## config.mk

```make
export PLATFORM = sky130hd
export DESIGN_NAME = frac_n_divider_sync
export DESIGN_NICKNAME = d
export VERILOG_FILES = /design/src/rtl/frac_div_pkg.sv /design/src/rtl/frac_mash_stage.sv /design/src/rtl/frac_n_divider_sync.sv
export SDC_FILE = /design/constraint.sdc
export NUM_CORES = 1
export LEC_CHECK = 0
export ABC_AREA = 1
export ABC_CLOCK_PERIOD_IN_PS = 12500
export BUFFER_PORTS_ARGS = -buffer_cell sky130_fd_sc_hd__buf_2
export CORE_AREA = 2 2 138 140
export CTS_CLUSTER_DIAMETER = 200
export CTS_CLUSTER_SIZE = 10
export DETAILED_ROUTE_END_ITERATION = 8
export DIE_AREA = 0 0 140 142
export SLEW_MARGIN = 20
export SYNTH_ARGS = -nofsm -noshare
export SYNTH_HDL_FRONTEND = slang
export SYNTH_SLANG_ARGS = --single-unit
```

## constraint.sdc

```tcl
create_clock -name clk -period 12.5 [get_ports clk]
set_input_delay 1.875 -clock clk [delete_from_list [all_inputs] [get_ports clk]]
set_output_delay 1.875 -clock clk [all_outputs]
set_load 0.005 [all_outputs]
```

## src/rtl/frac_div_pkg.sv

```systemverilog
// +--------------------------------------------------------------------------+
// | frac_div_pkg: shared constants and helpers for the fractional-N divider.  |
// | Revision: 1.0                                                             |
// +--------------------------------------------------------------------------+
`default_nettype none

package frac_div_pkg;

   localparam int MASH_MAX_ORDER = 4;
   localparam int LFSR_WIDTH     = 23;
   localparam int LFSR_TAP       = 18;
   localparam int MASH_Y_W       = MASH_MAX_ORDER + 2;

   function automatic int frac_div_clamp(input int value, input int lo, input int hi);
      if (value < lo) return lo;
      if (value > hi) return hi;
      return value;
   endfunction

   function automatic int mash_out_min(input int order);
      return 1 - (1 << (order - 1));
   endfunction

   function automatic int mash_out_max(input int order);
      return 1 << (order - 1);
   endfunction

endpackage

`default_nettype wire

```

## src/rtl/frac_mash_stage.sv

```systemverilog
// +--------------------------------------------------------------------------+
// | frac_mash_stage: one MASH accumulator with carry and differentiator link. |
// | Revision: 1.0                                                             |
// +--------------------------------------------------------------------------+
`default_nettype none

module frac_mash_stage #(
   parameter int WIDTH   = 16,
   parameter int Y_WIDTH = 6
) (
   input  logic                      clk,
   input  logic                      rst,
   input  logic                      en_i,
   input  logic [WIDTH-1:0]          data_i,
   input  logic signed [Y_WIDTH-1:0] y_next_i,
   output logic [WIDTH-1:0]          residue_o,
   output logic signed [Y_WIDTH-1:0] y_o
);

   logic [WIDTH-1:0]          acc_q;
   logic signed [Y_WIDTH-1:0] y_next_q;
   logic [WIDTH:0]            w_sum;
   logic                      w_carry;

   assign w_sum     = {1'b0, acc_q} + {1'b0, data_i};
   assign w_carry   = w_sum[WIDTH];
   assign residue_o = w_sum[WIDTH-1:0];

   // Own carry plus first difference of the downstream stage's output.
   assign y_o = $signed({{(Y_WIDTH-1){1'b0}}, w_carry}) + y_next_i - y_next_q;

   always_ff @(posedge clk) begin
      if (rst) begin
         acc_q    <= '0;
         y_next_q <= '0;
      end else if (en_i) begin
         acc_q    <= w_sum[WIDTH-1:0];
         y_next_q <= y_next_i;
      end
   end

endmodule

`default_nettype wire

```

## src/rtl/frac_n_divider_sync.sv

```systemverilog
// +--------------------------------------------------------------------------+
// | frac_n_divider_sync: single-clock MASH fractional-N divider with shadow   |
// | update handshake. Optional LFSR dither under FRAC_DIV_DITHER_EN.          |
// | Revision: 1.0                                                             |
// +--------------------------------------------------------------------------+
`default_nettype none

module frac_n_divider_sync
   import frac_div_pkg::*;
#(
   parameter int                      WIDTH_INTEGER  = 10,
   parameter int                      WIDTH_MODULUS  = 16,
   parameter int                      ORDER          = 3,
   parameter int                      DATA_WIDTH     = WIDTH_INTEGER + WIDTH_MODULUS,
   parameter logic [DATA_WIDTH-1:0]   DEFAULT_DIVIDE = DATA_WIDTH'(10) << WIDTH_MODULUS,
   parameter int                      MIN_COUNT      = 3
) (
   input  logic                     clk,
   input  logic                     rst,
   input  logic [DATA_WIDTH-1:0]    divide_value,
   input  logic                     load,
`ifdef FRAC_DIV_DITHER_EN
   input  logic                     dither_en,
   output logic                     dither_out,
`endif
   output logic                     load_ack,
   output logic                     div_pulse,
   output logic                     div_square,
   output logic signed [ORDER:0]    mash_out,
   output logic [WIDTH_INTEGER-1:0] count_target
);

   localparam int YW = MASH_Y_W;

   if (ORDER < 1 || ORDER > MASH_MAX_ORDER) begin : g_bad_order
      $error("frac_n_divider_sync: ORDER must be in 1..4");
   end

   logic [WIDTH_INTEGER-1:0]        count_q, count_d;
   logic [WIDTH_INTEGER-1:0]        act_i_q, act_i_d;
   logic [WIDTH_MODULUS-1:0]        act_f_q, act_f_d;
   logic [DATA_WIDTH-1:0]           shadow_q, shadow_d;
   logic                            pending_q, pending_d;
   logic                            div_pulse_q, load_ack_q;
   logic signed [ORDER:0]           mash_out_q, mash_out_d;

   logic                            w_tc;
   logic                            w_apply;
   logic signed [WIDTH_INTEGER+1:0] w_target_sum;
   logic [WIDTH_MODULUS-1:0]        w_dither;
   logic [WIDTH_MODULUS-1:0]        w_res [0:ORDER];
   logic signed [YW-1:0]            w_y   [1:ORDER+1];
   logic                            w_unused;

   assign w_target_sum = $signed({2'b00, act_i_q})
                       + $signed({{(WIDTH_INTEGER+1-ORDER){mash_out_q[ORDER]}}, mash_out_q});
   assign count_target = WIDTH_INTEGER'(frac_div_clamp(int'(w_target_sum), MIN_COUNT,
                                                       (1 << WIDTH_INTEGER) - 1));

   assign w_tc    = (count_q == count_target);
   assign w_apply = w_tc & pending_q;

   // A word promoted at this TC already drives this TC's MASH step.
   assign w_res[0]       = (w_apply ? shadow_q[WIDTH_MODULUS-1:0] : act_f_q) + w_dither;
   assign w_y[ORDER+1]   = '0;

   for (genvar k = 1; k <= ORDER; k++) begin : g_stage
      frac_mash_stage #(
         .WIDTH   (WIDTH_MODULUS),
         .Y_WIDTH (YW)
      ) u_stage (
         .clk       (clk),
         .rst       (rst),
         .en_i      (w_tc),
         .data_i    (w_res[k-1]),
         .y_next_i  (w_y[k+1]),
         .residue_o (w_res[k]),
         .y_o       (w_y[k])
      );
   end

   assign w_unused = ^{w_res[ORDER], w_y[1][YW-1:ORDER+1]};

`ifdef FRAC_DIV_DITHER_EN
   logic [LFSR_WIDTH-1:0] lfsr_q, lfsr_d;
   logic                  dither_q, dither_d;

   always_comb begin
      lfsr_d = lfsr_q;
      if (w_tc && dither_en) begin
         lfsr_d = {lfsr_q[LFSR_WIDTH-2:0], lfsr_q[LFSR_WIDTH-1] ^ lfsr_q[LFSR_TAP-1]};
      end
      dither_d = dither_en & lfsr_q[0];
   end

   always_ff @(posedge clk) begin
      if (rst) begin
         lfsr_q   <= LFSR_WIDTH'(1);
         dither_q <= 1'b0;
      end else begin
         lfsr_q   <= lfsr_d;
         dither_q <= dither_d;
      end
   end

   assign w_dither   = {{(WIDTH_MODULUS-1){1'b0}}, dither_q};
   assign dither_out = dither_q;
`else
   assign w_dither = '0;
`endif

   always_comb begin
      count_d              = w_tc ? '0 : count_q + WIDTH_INTEGER'(1);
      pending_d            = load | (pending_q & ~w_tc);
      shadow_d             = load ? divide_value : shadow_q;
      {act_i_d, act_f_d}   = w_apply ? shadow_q : {act_i_q, act_f_q};
      mash_out_d           = w_tc ? w_y[1][ORDER:0] : mash_out_q;
   end

   always_ff @(posedge clk) begin
      if (rst) begin
         count_q            <= '0;
         {act_i_q, act_f_q} <= DEFAULT_DIVIDE;
         shadow_q           <= '0;
         pending_q          <= 1'b0;
         div_pulse_q        <= 1'b0;
         load_ack_q         <= 1'b0;
         mash_out_q         <= '0;
      end else begin
         count_q            <= count_d;
         act_i_q            <= act_i_d;
         act_f_q            <= act_f_d;
         shadow_q           <= shadow_d;
         pending_q          <= pending_d;
         div_pulse_q        <= w_tc;
         load_ack_q         <= w_apply;
         mash_out_q         <= mash_out_d;
      end
   end

   assign div_pulse  = div_pulse_q;
   assign load_ack   = load_ack_q;
   assign mash_out   = mash_out_q;
   assign div_square = (count_q <= (count_target >> 1));

endmodule

`default_nettype wire

```

==> key figures <==
Clock tree
  • Clock sinks: 121
  • Post-cts hold buffer count: 0
  • Deepest level of the CTS H-tree: 4
  • Latest clock arrival within the worst-skew pair: 420 ps
  • Total clock buffers created by CTS: 17
  • Clock tree buffer depth: 2
  • PostCTS Resize Cnt: 0
  • Number of post-CTS setup repair buffers: 0
  • Clock root cell: sky130_fd_sc_hd__clkbuf_16
  • TritonCTS clock tree: yes
  • Clock edge transition at the registers on the reported setup and hold paths: around 50 ps

Routing
  • Drt total wl: approximately 19000 µm
  • Remaining DRCs: 3
  • Number of design-rule violations left by the first detailed-router iteration: 336
  • WL per Instance: 13.4 µm
  • Detail Route Antenna Nets: 0
  • First-pass iteration count of the detailed router: 9
  • Routed vias: just over 7000
  • Post-detailed-route via-to-cell ratio: 5.02

Floorplan
  • Vert. Die Dim: 142 µm
  • Area of the core region: 18500 µm²
  • Count of standard-cell rows: 50
  • Initial core utilization: 44.0%
  • Die Wd: 140 µm
  • Io pins: 46
  • Overall die area: between 15000 and 20000 µm²

Global route
  • Total gr overflow: 0
  • GRT Util Overall: about 20%
  • Wire length of the first global-routing pass: approximately 32000 µm
  • Vias in the first global route: ~6800
  • Pin count of the biggest net entering global routing: approximately 60
  • Initial antenna violation count: 0

Setup path
  • Capturing element type of the critical path: flip-flop
  • Critical path startpoint category: flip-flop
  • Biggest cell delay along the critical path: 790 ps
  • Type of the worst setup path: flip-flop to flip-flop
  • Worst-case register-to-register setup slack: 2850 ps
  • Required time at the worst-slack endpoint: 12780 ps
  • Highest-delay cell along the critical path: sky130_fd_sc_hd__and2_1
  • Crit path arrival time: 9940 ps
  • Max FO, Critical Path: 26

Placement
  • Placer Congestion: 0.904
  • I/O Buffers: between 40 and 50
  • Post-DP Area: 8470 µm²
  • DP HPWL: 13900 µm

Pwr
  • Leakage power of the design: 0.00480 µW
  • Peak supply drop: 0.0000948 V
  • Power Density: 106 nW/µm²

Synth
  • Library cells used by synthesis: 48
  • Cell Area, Synth: 8120 µm²
  • Post-Synthesis Mean Instance Area: 7.04 µm²
  • Post-synthesis sequential area ratio: 29.8%
  • Leading cell types by total area after synthesis: sky130_fd_sc_hd__dfxtp_1 30%, sky130_fd_sc_hd__ha_1 13%, sky130_fd_sc_hd__nand2_1 12%
  • Dominant cell by count in the synthesized netlist: sky130_fd_sc_hd__nand2_1
  • Share of Yosys cell area claimed by the top area cell type: 29.8%
  • Yosys Warn Count: 0
  • Gate count after technology mapping: 1154
  • Net Count, Synth: 1271
  • Leading post-synthesis cells by instance count: 254 x sky130_fd_sc_hd__nand2_1, 168 x sky130_fd_sc_hd__inv_1, 121 x sky130_fd_sc_hd__dfxtp_1
  • Post-synth EDFFs: 0
  • Largest area contributor in the netlist: sky130_fd_sc_hd__dfxtp_1
  • Share of synthesized registers carrying an async set or reset: 0%
  • Most common flop cell mapped by yosys: sky130_fd_sc_hd__dfxtp_1
  • Register bit total from synthesis: ~120

STA
  • Final-report setup violation count: 0
  • Count of pins over their slew limit: 0
  • Relative max-transition margin: 34.5%
  • Setup_tns: 0 ps
  • Worst Tran Pin Value: roughly 980 ps
  • Unrepaired setup endpoints after global routing: no
  • Number of hold violations in the final report: 0
  • Fmax: 104 MHz
  • Share of the clock period used by the worst path: between 70% and 80%
  • Final critical path time including I/O delays and setup: 9650 ps
  • Max Clock Skew: ~13 ps

Cells and area
  • ANT cells: 0
  • Final-stage net count: 1300
  • Layout overhead on the synthesized area: 12.2%
  • Fraction of layout cells with a size suffix above 1: around 10%
  • Finished layout cell area: 9110 µm²

Outcome
  • Violations in the final reports: design-rule violations
  • Result of the run: finished with violations

Run
  • # Max-Cap Violations: 0

Hold path
  • Min-Delay Path Class: flip-flop to flip-flop
-- metrics by stage --
stage | power [µW] | util (%) | hold slack, ps | std cells | worst slack [ps]
after CTS | 977 | 49.4 | 460 | 1430 | 2850
after global routing | 998 | 49.4 | 481 | 1430 | 1720
after detailed placement | 441 | 45.9 | 452 | 1398 | 2960
after floorplan | 428 | - | 424 | 1154 | 4230
final | 966 | 49.4 | 460 | 1430 | 2850
after global placement | 441 | 45.9 | 447 | 1398 | 2950
-- path summary, 6_finish.rpt --
kind	start	end	cells after the start
max	mash_out[3]	mash_out[2]	54
min reg2reg	shadow_q[25]	shadow_q[25]	2
max reg2reg	mash_out[3]	mash_out[2]	54
min	shadow_q[25]	shadow_q[25]	2
-- registers in the layout, summed over array words and instances (netlist names) --
name,cells
mash_out,4
g_stage.u_stage.acc_q,48
act_f_q,16
load_ack,1
act_i_q,10
g_stage.u_stage.y_next_q,4
count_q,10
div_pulse,1
shadow_q,26
pending_q,1
-- report_power, final --
part | switching (µW) | leakage (µW) | internal, µW | total (µW)
sequential | 5.50 | 0.000982 | 393 | 398
combinational | 23.4 | 0.00351 | 10.6 | 34.0
clock | 180 | 0.000311 | 354 | 534
total | 209 | 0.00480 | 758 | 966
-- layout make-up --
type / instances / area, µm²
timing repair buffer: 49 / 255
fill: 1856 / 9340
sequential: 121 / 2420
tap: 234 / 293
clock buffer: 21 / 480
multi-input combinational: 819 / 4840
clock inverter: 11 / 166
inverter: 175 / 657
-- kinds of logic after synthesis --
kind of cell	share of synthesized area [%]
compound gates	11.2
xor+xnor	5.05
fa+ha+maj	14.0
buf+inv	10.6
flops	29.8
simple gates	29.3
-- layout by cell type (no fill, tap or decap), types with 6 or more instances in the layout --
master / n
sky130_fd_sc_hd__nand2_1: 254
sky130_fd_sc_hd__nand3_1: 110
sky130_fd_sc_hd__o21bai_1: 6
sky130_fd_sc_hd__nand3_2: 12
sky130_fd_sc_hd__inv_1: 167
sky130_fd_sc_hd__xnor2_1: 15
sky130_fd_sc_hd__a21oi_1: 74
sky130_fd_sc_hd__buf_2: 45
sky130_fd_sc_hd__nor2_1: 72
sky130_fd_sc_hd__o21ai_0: 54
sky130_fd_sc_hd__dfxtp_1: 121
sky130_fd_sc_hd__nor3_1: 9
sky130_fd_sc_hd__clkbuf_16: 17
sky130_fd_sc_hd__nand4_1: 34
sky130_fd_sc_hd__xor2_1: 30
sky130_fd_sc_hd__ha_1: 83
sky130_fd_sc_hd__inv_2: 8
sky130_fd_sc_hd__o21ai_1: 15
-- critical path, delay by kind of cell, from the launching register on --
family,cells,cell delay [ps]
AOI/OAI and AO/OA,9,1540
DFF,1,660
buffers and inverters,9,520
xor gates and xnor gates,3,560
adders and majority gates,10,2850
and+or+nand+nor,23,3350
-- per-layer routing --
| layer | share of wire (%) | global-route usage, % | vias to the layer above |
|---|---|---|---|
| met1 | 46 | 24.0 | 3226 |
| met2 | 49 | 35.9 | 88 |
| met5 | 0 | 0 | - |
| li1 | - | - | 3830 |
| met3 | 2.5 | 3.73 | 30 |
| met4 | 2.1 | 6.22 | 0 |
Note: power is estimated with default switching activity, not from simulation.
